$ cat src/rtl/l1_feast_layer_pkg.sv
// l1_feast_layer_pkg: shared widths, FSM state type and bus packing helpers
// for the layer-1 forward path.
package l1_feast_layer_pkg;
    localparam int P_WIDTH = 9;
    localparam int P_LV_W  = 2 * P_WIDTH + 3;
    localparam int N_NEUR  = 2;
    localparam int N_CHAN  = 8;

    typedef enum logic [1:0] {
        IDLE  = 2'd0,
        MAC   = 2'd1,
        CMP   = 2'd2,
        SPIKE = 2'd3
    } state_t;

    // Bit offset of neuron n (0-based), channel c (0-based) in weight/surface buses
    function automatic int w_idx(input int n, input int c);
        return P_WIDTH * (N_CHAN * n + c);
    endfunction

    // Bit offset of neuron n (0-based) in level/threshold buses
    function automatic int lv_idx(input int n);
        return P_LV_W * n;
    endfunction
endpackage

$ cat src/rtl/l1_feast_layer_if.sv
// l1_feast_layer_if: event/weight inputs and spike/surface/level outputs of the
// layer-1 forward path. master = upstream trainer side, slave = the layer.
interface l1_feast_layer_if;
    import l1_feast_layer_pkg::*;

    logic [N_CHAN-1:0]                 i_event;
    logic [N_NEUR*N_CHAN*P_WIDTH-1:0]  i_weights;
    logic [N_NEUR*P_LV_W-1:0]          i_thresholds;
    logic [N_NEUR-1:0]                 o_spikeout;
    logic [N_NEUR*N_CHAN*P_WIDTH-1:0]  o_ts;
    logic [N_NEUR*P_WIDTH-1:0]         o_tr;
    logic [N_NEUR*P_LV_W-1:0]          o_lv;
    logic                              o_busy;

    modport master (
        output i_event, i_weights, i_thresholds,
        input  o_spikeout, o_ts, o_tr, o_lv, o_busy
    );

    modport slave (
        input  i_event, i_weights, i_thresholds,
        output o_spikeout, o_ts, o_tr, o_lv, o_busy
    );
endinterface

$ cat src/rtl/l1_feast_layer_decay_reg.sv
// l1_decay_reg: one decaying register used for time surfaces and traces.
// set loads all ones and beats a same-cycle tick. Build option
// L1_LAYER_LEAK_EXP_EN switches the tick from linear decrement to x - (x>>3).
module l1_decay_reg
    import l1_feast_layer_pkg::*;
(
    input  logic               i_clk,
    input  logic               i_rst_n,
    input  logic               set,
    input  logic               tick,
    output logic [P_WIDTH-1:0] q
);
    logic [P_WIDTH-1:0] q_dec;

`ifdef L1_LAYER_LEAK_EXP_EN
    assign q_dec = q - (q >> 3);
`else
    assign q_dec = (q == '0) ? '0 : q - P_WIDTH'(1);
`endif

    // Load on set, otherwise decay on tick
    always_ff @(posedge i_clk or negedge i_rst_n) begin
        if (!i_rst_n) begin
            q <= '0;
        end else if (set) begin
            q <= '1;
        end else if (tick) begin
            q <= q_dec;
        end
    end
endmodule

$ cat src/rtl/l1_feast_layer.sv
// l1_feast_layer: layer-1 forward path, 2 neurons x 8 channels. Time surfaces
// and neuron traces decay on a prescaled tick; each event triggers an 8-clock
// MAC of surface x weight, a threshold compare and a winner-take-all spike.
// Build option: L1_LAYER_LEAK_EXP_EN (exponential leak, see l1_decay_reg).
//
// state | meaning
// IDLE  | waiting for an event or a pending recompute
// MAC   | one channel per clock into both accumulators, 8 clocks
// CMP   | latch levels, threshold test, winner-take-all
// SPIKE | holding the winner spike for P_SPIKE_W clocks in total
module l1_feast_layer
    import l1_feast_layer_pkg::*;
#(
    parameter int P_DECAY_DIV = 64,
    parameter int P_SPIKE_W   = 4
) (
    input  logic            i_clk,
    input  logic            i_rst_n,
    l1_feast_layer_if.slave bus
);
    localparam int PRE_W = $clog2(P_DECAY_DIV);
    localparam int SPK_W = (P_SPIKE_W > 1) ? $clog2(P_SPIKE_W) : 1;

    state_t              state, state_nxt;
    logic [PRE_W-1:0]    pre_cnt;
    logic                tick;
    logic [SPK_W-1:0]    spk_cnt;
    logic [2:0]          ch_idx;
    logic                pend;
    logic                ev_any;
    logic                start, mac_en, cmp_en, spk_en;
    logic [P_WIDTH-1:0]  ts [N_CHAN];
    logic [P_WIDTH-1:0]  tr [N_NEUR];
    logic [P_LV_W-1:0]   acc [N_NEUR];
    logic [P_LV_W-1:0]   lv [N_NEUR];
    logic [P_LV_W-1:0]   prod [N_NEUR];
    logic [P_LV_W-1:0]   thr [N_NEUR];
    logic [N_NEUR-1:0]   fire, win_oh, spk, tr_set;

    assign ev_any = |bus.i_event;
    assign tick   = (pre_cnt == PRE_W'(P_DECAY_DIV - 1));

    // Decay prescaler: counts 0..P_DECAY_DIV-1, tick on terminal count
    always_ff @(posedge i_clk or negedge i_rst_n) begin
        if (!i_rst_n) begin
            pre_cnt <= '0;
        end else if (tick) begin
            pre_cnt <= '0;
        end else begin
            pre_cnt <= pre_cnt + PRE_W'(1);
        end
    end

    // Surfaces follow events in any state; both output halves carry the same surface
    for (genvar c = 0; c < N_CHAN; c++) begin : g_ts
        l1_decay_reg u_ts (
            .i_clk   (i_clk),
            .i_rst_n (i_rst_n),
            .set     (bus.i_event[c]),
            .tick    (tick),
            .q       (ts[c])
        );
        assign bus.o_ts[w_idx(0, c) +: P_WIDTH] = ts[c];
        assign bus.o_ts[w_idx(1, c) +: P_WIDTH] = ts[c];
    end

    // Traces are reloaded by the winner spike
    for (genvar n = 0; n < N_NEUR; n++) begin : g_nrn
        l1_decay_reg u_tr (
            .i_clk   (i_clk),
            .i_rst_n (i_rst_n),
            .set     (tr_set[n]),
            .tick    (tick),
            .q       (tr[n])
        );
        assign bus.o_tr[n*P_WIDTH +: P_WIDTH] = tr[n];
        assign bus.o_lv[lv_idx(n) +: P_LV_W]  = lv[n];
    end

    // Live product for the current channel, threshold test and winner select
    always_comb begin
        for (int n = 0; n < N_NEUR; n++) begin
            prod[n] = P_LV_W'(ts[ch_idx])
                    * P_LV_W'(bus.i_weights[w_idx(n, int'(ch_idx)) +: P_WIDTH]);
            thr[n]  = bus.i_thresholds[lv_idx(n) +: P_LV_W];
            fire[n] = (acc[n] >= thr[n]);
        end
        win_oh = '0;
        if (fire[0] && (!fire[1] || acc[0] >= acc[1])) begin
            win_oh = 2'b01;
        end else if (fire[1]) begin
            win_oh = 2'b10;
        end
    end

    // State register
    always_ff @(posedge i_clk or negedge i_rst_n) begin
        if (!i_rst_n) begin
            state <= IDLE;
        end else begin
            state <= state_nxt;
        end
    end

    // Next-state decode
    always_comb begin
        state_nxt = state;
        case (state)
            IDLE:    if (ev_any || pend) state_nxt = MAC;
            MAC:     if (ch_idx == 3'd7) state_nxt = CMP;
            CMP:     state_nxt = (win_oh != '0) ? SPIKE : IDLE;
            SPIKE:   if (spk_cnt == '0) state_nxt = IDLE;
            default: state_nxt = IDLE;
        endcase
    end

    // Per-state control strobes
    always_comb begin
        start  = 1'b0;
        mac_en = 1'b0;
        cmp_en = 1'b0;
        spk_en = 1'b0;
        case (state)
            IDLE:    start  = ev_any || pend;
            MAC:     mac_en = 1'b1;
            CMP:     cmp_en = 1'b1;
            SPIKE:   spk_en = 1'b1;
            default: ;
        endcase
    end

    assign tr_set         = {N_NEUR{cmp_en}} & win_oh;
    assign bus.o_spikeout = spk;
    assign bus.o_busy     = (state != IDLE);

    // Accumulators, channel index, level latch, spike hold and pending flag
    always_ff @(posedge i_clk or negedge i_rst_n) begin
        if (!i_rst_n) begin
            ch_idx  <= '0;
            pend    <= 1'b0;
            spk     <= '0;
            spk_cnt <= '0;
            for (int n = 0; n < N_NEUR; n++) begin
                acc[n] <= '0;
                lv[n]  <= '0;
            end
        end else begin
            if (state == IDLE) begin
                pend <= 1'b0;
            end else if (ev_any) begin
                pend <= 1'b1;
            end
            if (start) begin
                ch_idx <= '0;
                for (int n = 0; n < N_NEUR; n++) acc[n] <= '0;
            end
            if (mac_en) begin
                ch_idx <= ch_idx + 3'd1;
                for (int n = 0; n < N_NEUR; n++) acc[n] <= acc[n] + prod[n];
            end
            if (cmp_en) begin
                for (int n = 0; n < N_NEUR; n++) lv[n] <= acc[n];
                spk     <= win_oh;
                spk_cnt <= SPK_W'(P_SPIKE_W - 1);
            end
            if (spk_en) begin
                if (spk_cnt == '0) begin
                    spk <= '0;
                end else begin
                    spk_cnt <= spk_cnt - SPK_W'(1);
                end
            end
        end
    end
endmodule

$ cat src/flat_wrapper.sv
// flat-port wrapper written by rule: the top's interface ports become plain ports
module l1_feast_layer_flat import l1_feast_layer_pkg::*;
#(
    parameter int P_DECAY_DIV = 64,
    parameter int P_SPIKE_W   = 4
)
  (i_clk, i_rst_n, bus_i_event, bus_i_weights, bus_i_thresholds, bus_o_spikeout, bus_o_ts, bus_o_tr, bus_o_lv, bus_o_busy);
  l1_feast_layer_if bus_i ();
  input  logic i_clk;
  input  logic i_rst_n;
  input wire logic [$bits(bus_i.i_event)-1:0] bus_i_event;
  input wire logic [$bits(bus_i.i_weights)-1:0] bus_i_weights;
  input wire logic [$bits(bus_i.i_thresholds)-1:0] bus_i_thresholds;
  output wire logic [$bits(bus_i.o_spikeout)-1:0] bus_o_spikeout;
  output wire logic [$bits(bus_i.o_ts)-1:0] bus_o_ts;
  output wire logic [$bits(bus_i.o_tr)-1:0] bus_o_tr;
  output wire logic [$bits(bus_i.o_lv)-1:0] bus_o_lv;
  output wire logic [$bits(bus_i.o_busy)-1:0] bus_o_busy;
  assign bus_i.i_event = bus_i_event;
  assign bus_i.i_weights = bus_i_weights;
  assign bus_i.i_thresholds = bus_i_thresholds;
  assign bus_o_spikeout = bus_i.o_spikeout;
  assign bus_o_ts = bus_i.o_ts;
  assign bus_o_tr = bus_i.o_tr;
  assign bus_o_lv = bus_i.o_lv;
  assign bus_o_busy = bus_i.o_busy;
  l1_feast_layer #(.P_DECAY_DIV(P_DECAY_DIV), .P_SPIKE_W(P_SPIKE_W)) u_core (.i_clk(i_clk), .i_rst_n(i_rst_n), .bus(bus_i));
endmodule
$ cat config.mk
export PLATFORM = sky130hd
export DESIGN_NAME = l1_feast_layer_flat
export DESIGN_NICKNAME = d
export VERILOG_FILES = /design/src/rtl/l1_feast_layer_pkg.sv /design/src/rtl/l1_feast_layer_if.sv /design/src/rtl/l1_feast_layer_decay_reg.sv /design/src/rtl/l1_feast_layer.sv /design/src/flat_wrapper.sv
export SDC_FILE = /design/constraint.sdc
export NUM_CORES = 1
export LEC_CHECK = 0
export CORE_MARGIN = 2
export CORE_UTILIZATION = 59
export CTS_CLUSTER_SIZE = 8
export DETAILED_ROUTE_END_ITERATION = 12
export PLACE_DENSITY = 0.89
export SYNTH_ARGS = -nofsm -noshare
export SYNTH_HDL_FRONTEND = slang
export SYNTH_SLANG_ARGS = --single-unit
export TNS_END_PERCENT = 50
$ cat constraint.sdc
create_clock -name i_clk -period 11.1 [get_ports i_clk]
set_clock_uncertainty 0.05 [all_clocks]
set_input_delay 2.22 -clock i_clk [delete_from_list [all_inputs] [get_ports i_clk]]
set_output_delay 2.22 -clock i_clk [all_outputs]
set_load 0.03 [all_outputs]
==> results_dict.tcl <==
set metrics [dict create \
    status "finished, final reports clean" \
    die_h_um 197 \
    final_area_um2 26100 \
    viasPerCell 6.55 \
    ys_types 85 \
    clk_path_buf_depth 2 \
    wl_um 73900 \
    fp.dieArea_um2 38600 \
    netlist_instances 2399 \
    hp-class "register to register" \
    slowest_delay_ns 0.60 \
    grt-ovfl-total 0 \
    syn_nets 2903 \
    cts_root_buf "clkbuf_16" \
    drt-wirelength-per-cell_um 23.5 \
    clkLatencyLatePin_ns 0.46 \
    final.period_utilization_pct 84.0 \
    synthMuxAreaShare_pct 15.1 \
    worstPathMaxFanout 9 \
    synthSimpleGateAreaFrac_pct 14.2 \
    grt_pass1_vias 20240 \
    layout_common_cells "clkdlybuf4s50_1 (401), inv_1 (304), nand2_1 (267), dfrtp_1 (187), ha_1 (180)" \
    die_w_um 197 \
    grt_antenna_before_repair 4 \
    clkSinkCount 190 \
    cpMostUsedCell "fa_1" \
    start_util_pct 59.9 \
    dr.pass1.iters 6 \
    drive_gt1_share_pct 7.55 \
    synth-compound-area-share_pct 15.6 \
    num_vias 20594 \
    grt_use_met1_pct 50.3 \
    grt.busiest_layer "met2" \
    max_freq_mhz 107 \
    worstSetupEndpointType "register" \
    cts_resized 0 \
    slowest_stage "mux4_1" \
    cts_tree "yes" \
    synth_flop_cell "dfrtp_1" \
    dp_hpwl_um 57900 \
    yosys_warnings 0 \
    startpoint_type "input pin" \
    synth_top_area_share_pct 21.7 \
    ant_nets 0 \
    relSlewSlack_pct 8.30 \
    synth_area_um2 21900 \
    yosys-top-cells-area "dfrtp_1 (22%), fa_1 (12%), ha_1 (10%), mux4_2 (8.5%), inv_1 (5.2%)" \
    rsz0062_at_grt "no" \
    syn_to_final_growth_pct 19.6 \
    grt_max_degree 132 \
    slew_violations 0 \
    ys_ff_latch 190 \
    reg2reg_slack_ns 2.33 \
    synth_edf_count 0 \
    crit_arrival_ns 9.62 \
    path_cells "clkdlybuf4s50_1 -> mux4_1 -> mux4_2 -> o2111a_1 -> a221oi_2 -> or2_1 -> fa_1 -> fa_1 -> inv_1 -> fa_1 -> fa_1 -> inv_1 -> fa_1 -> inv_1 -> ha_1 -> o211a_1 -> nor3_1 -> a211oi_1 -> o211ai_1 -> a31o_2 -> a32o_1" \
    place_area_um2 25600 \
    grt.total_usage_pct 38.1 \
    num_rows 70 \
    synth_top_family_by_area "adder cells" \
    grt_pass1_wl_um 114000 \
    synthAdderAreaFrac_pct 22.0 \
    grtUsageMet3_pct 7.56 \
    placement.io_buffers 402 \
    required_ns 11.39 \
    final_nets 3166 \
    async_flop_share_pct 100 \
    mostFrequentLayoutCell "clkdlybuf4s50_1" \
    layout_min_cycle_time_ns 9.33 \
    cts_hold_buf 0 \
    core_area_um2 36500 \
    syn_area_per_cell_um2 9.11 \
    crit_type "input pin to register" \
    worst_hold_slack_ns 0.435 \
    cts.htree.levels 4 \
    setup_viol 0 \
    grtUsageMet2_pct 61.0 \
    ios 403 \
    numCtsBuffers 17 \
    ys_seq_area_share_pct 21.7 \
    synthXorXnorAreaFrac_pct 1.04 \
    drc 0 \
    synth_top_area_cell "dfrtp_1" \
    tns_ns 0 \
    gp_congestion 1.03 \
    max_slew.worst_pin.slew_ns 1.34 \
    cap_violations 0 \
    drt_iter0_markers 2002 \
    hold_viol 0 \
    post_cts_buffers 0 \
    path_clk_slew_ns 0.08 \
]
## registers in the layout, summed over array words and instances (netlist names)
register,cells
u_core.acc,42
u_core.state,2
u_core.spk_cnt,2
u_core.g_nrn.u_tr.q,18
u_core.ch_idx,3
u_core.pre_cnt,6
u_core.g_ts.u_ts.q,72
u_core.bus.o_lv,42
u_core.bus.o_spikeout,2
u_core.pend,1
## path summary, 6_finish.rpt
kind | from | end | cells past startpoint
min | u_core.bus.o_lv[40] | u_core.bus.o_lv[40] | 2
max in group asynchronous | i_rst_n | u_core.ch_idx[0] | 2
min reg2reg | u_core.bus.o_lv[40] | u_core.bus.o_lv[40] | 2
max | bus_i_weights[73] | u_core.acc[19] | 21
min in group asynchronous | i_rst_n | u_core.bus.o_lv[41] | 1
max reg2reg | u_core.ch_idx[1] | u_core.acc[19] | 23
## layout make-up
class | count | area, um2
multi-input cells | 1725 | 14900
clock buffers | 19 | 433
diodes | 3 | 7.51
well taps | 468 | 586
flip-flops and latches | 190 | 4760
inverters | 307 | 1150
repair buffers | 421 | 4180
clock inverters | 13 | 140
fillers | 2645 | 10400
## critical path, delay by kind of cell
family	cells	cell delay [ns]
adders and majority gates	6	2.88
muxes	2	1.10
and+or+nand+nor	2	0.30
buffers and inverters	4	0.67
AOI/OAI and AO/OA	7	2.44
## metal layers
layer,share of wire [%],up-vias,wire length (um)
met4,5.0,2,3660
met2,46,1356,34300
met5,0.018,-,13
met3,10,217,7540
met1,38,10088,28400
li1,-,8931,-
## cells in the mapped netlist, drive strengths merged (9+ instances only)
cell	count
a22oi	9
nand4	16
o41ai	11
nand2	267
o22ai	22
o31ai	28
and3	9
ha	180
o311ai	15
a211oi	21
nor4	15
mux2	32
a31oi	9
clkbuf	57
nand2b	28
mux2i	77
a21o	20
xnor2	13
or3	23
buf	120
or4	10
nor2	147
or2	29
inv	306
xor2	13
fa	128
nand3	39
dfrtp	190
a21oi	113
nor3	27
a221oi	9
and2	21
o211ai	25
o21ai	161
nor2b	13
a22o	12
mux4	94
## per-stage QoR
step	utilization, %	instances	worst slack (ns)
6_report	71.6	3146	1.77
5_1_grt	71.6	3146	1.63
4_1_cts	71.6	3143	1.91
3_5_place_dp	70.0	3111	1.49
3_3_place_gp	70.0	3111	1.66
2_1_floorplan	-	2399	2.70
## kinds of logic (layout without fill, tap and decap cells)
group           after synthesis  in the layout
compound gates              524            524
xor+xnor                     26             26
fa+ha+maj                   308            308
buf+inv                     484            760
flops                       190            190
mux                         203            203
other cells                   0              3
simple gates                664            664
Power is left out: the tool's default activity adds up to more than one toggle a clock period on the data nets, which glitch-free logic cannot reach.
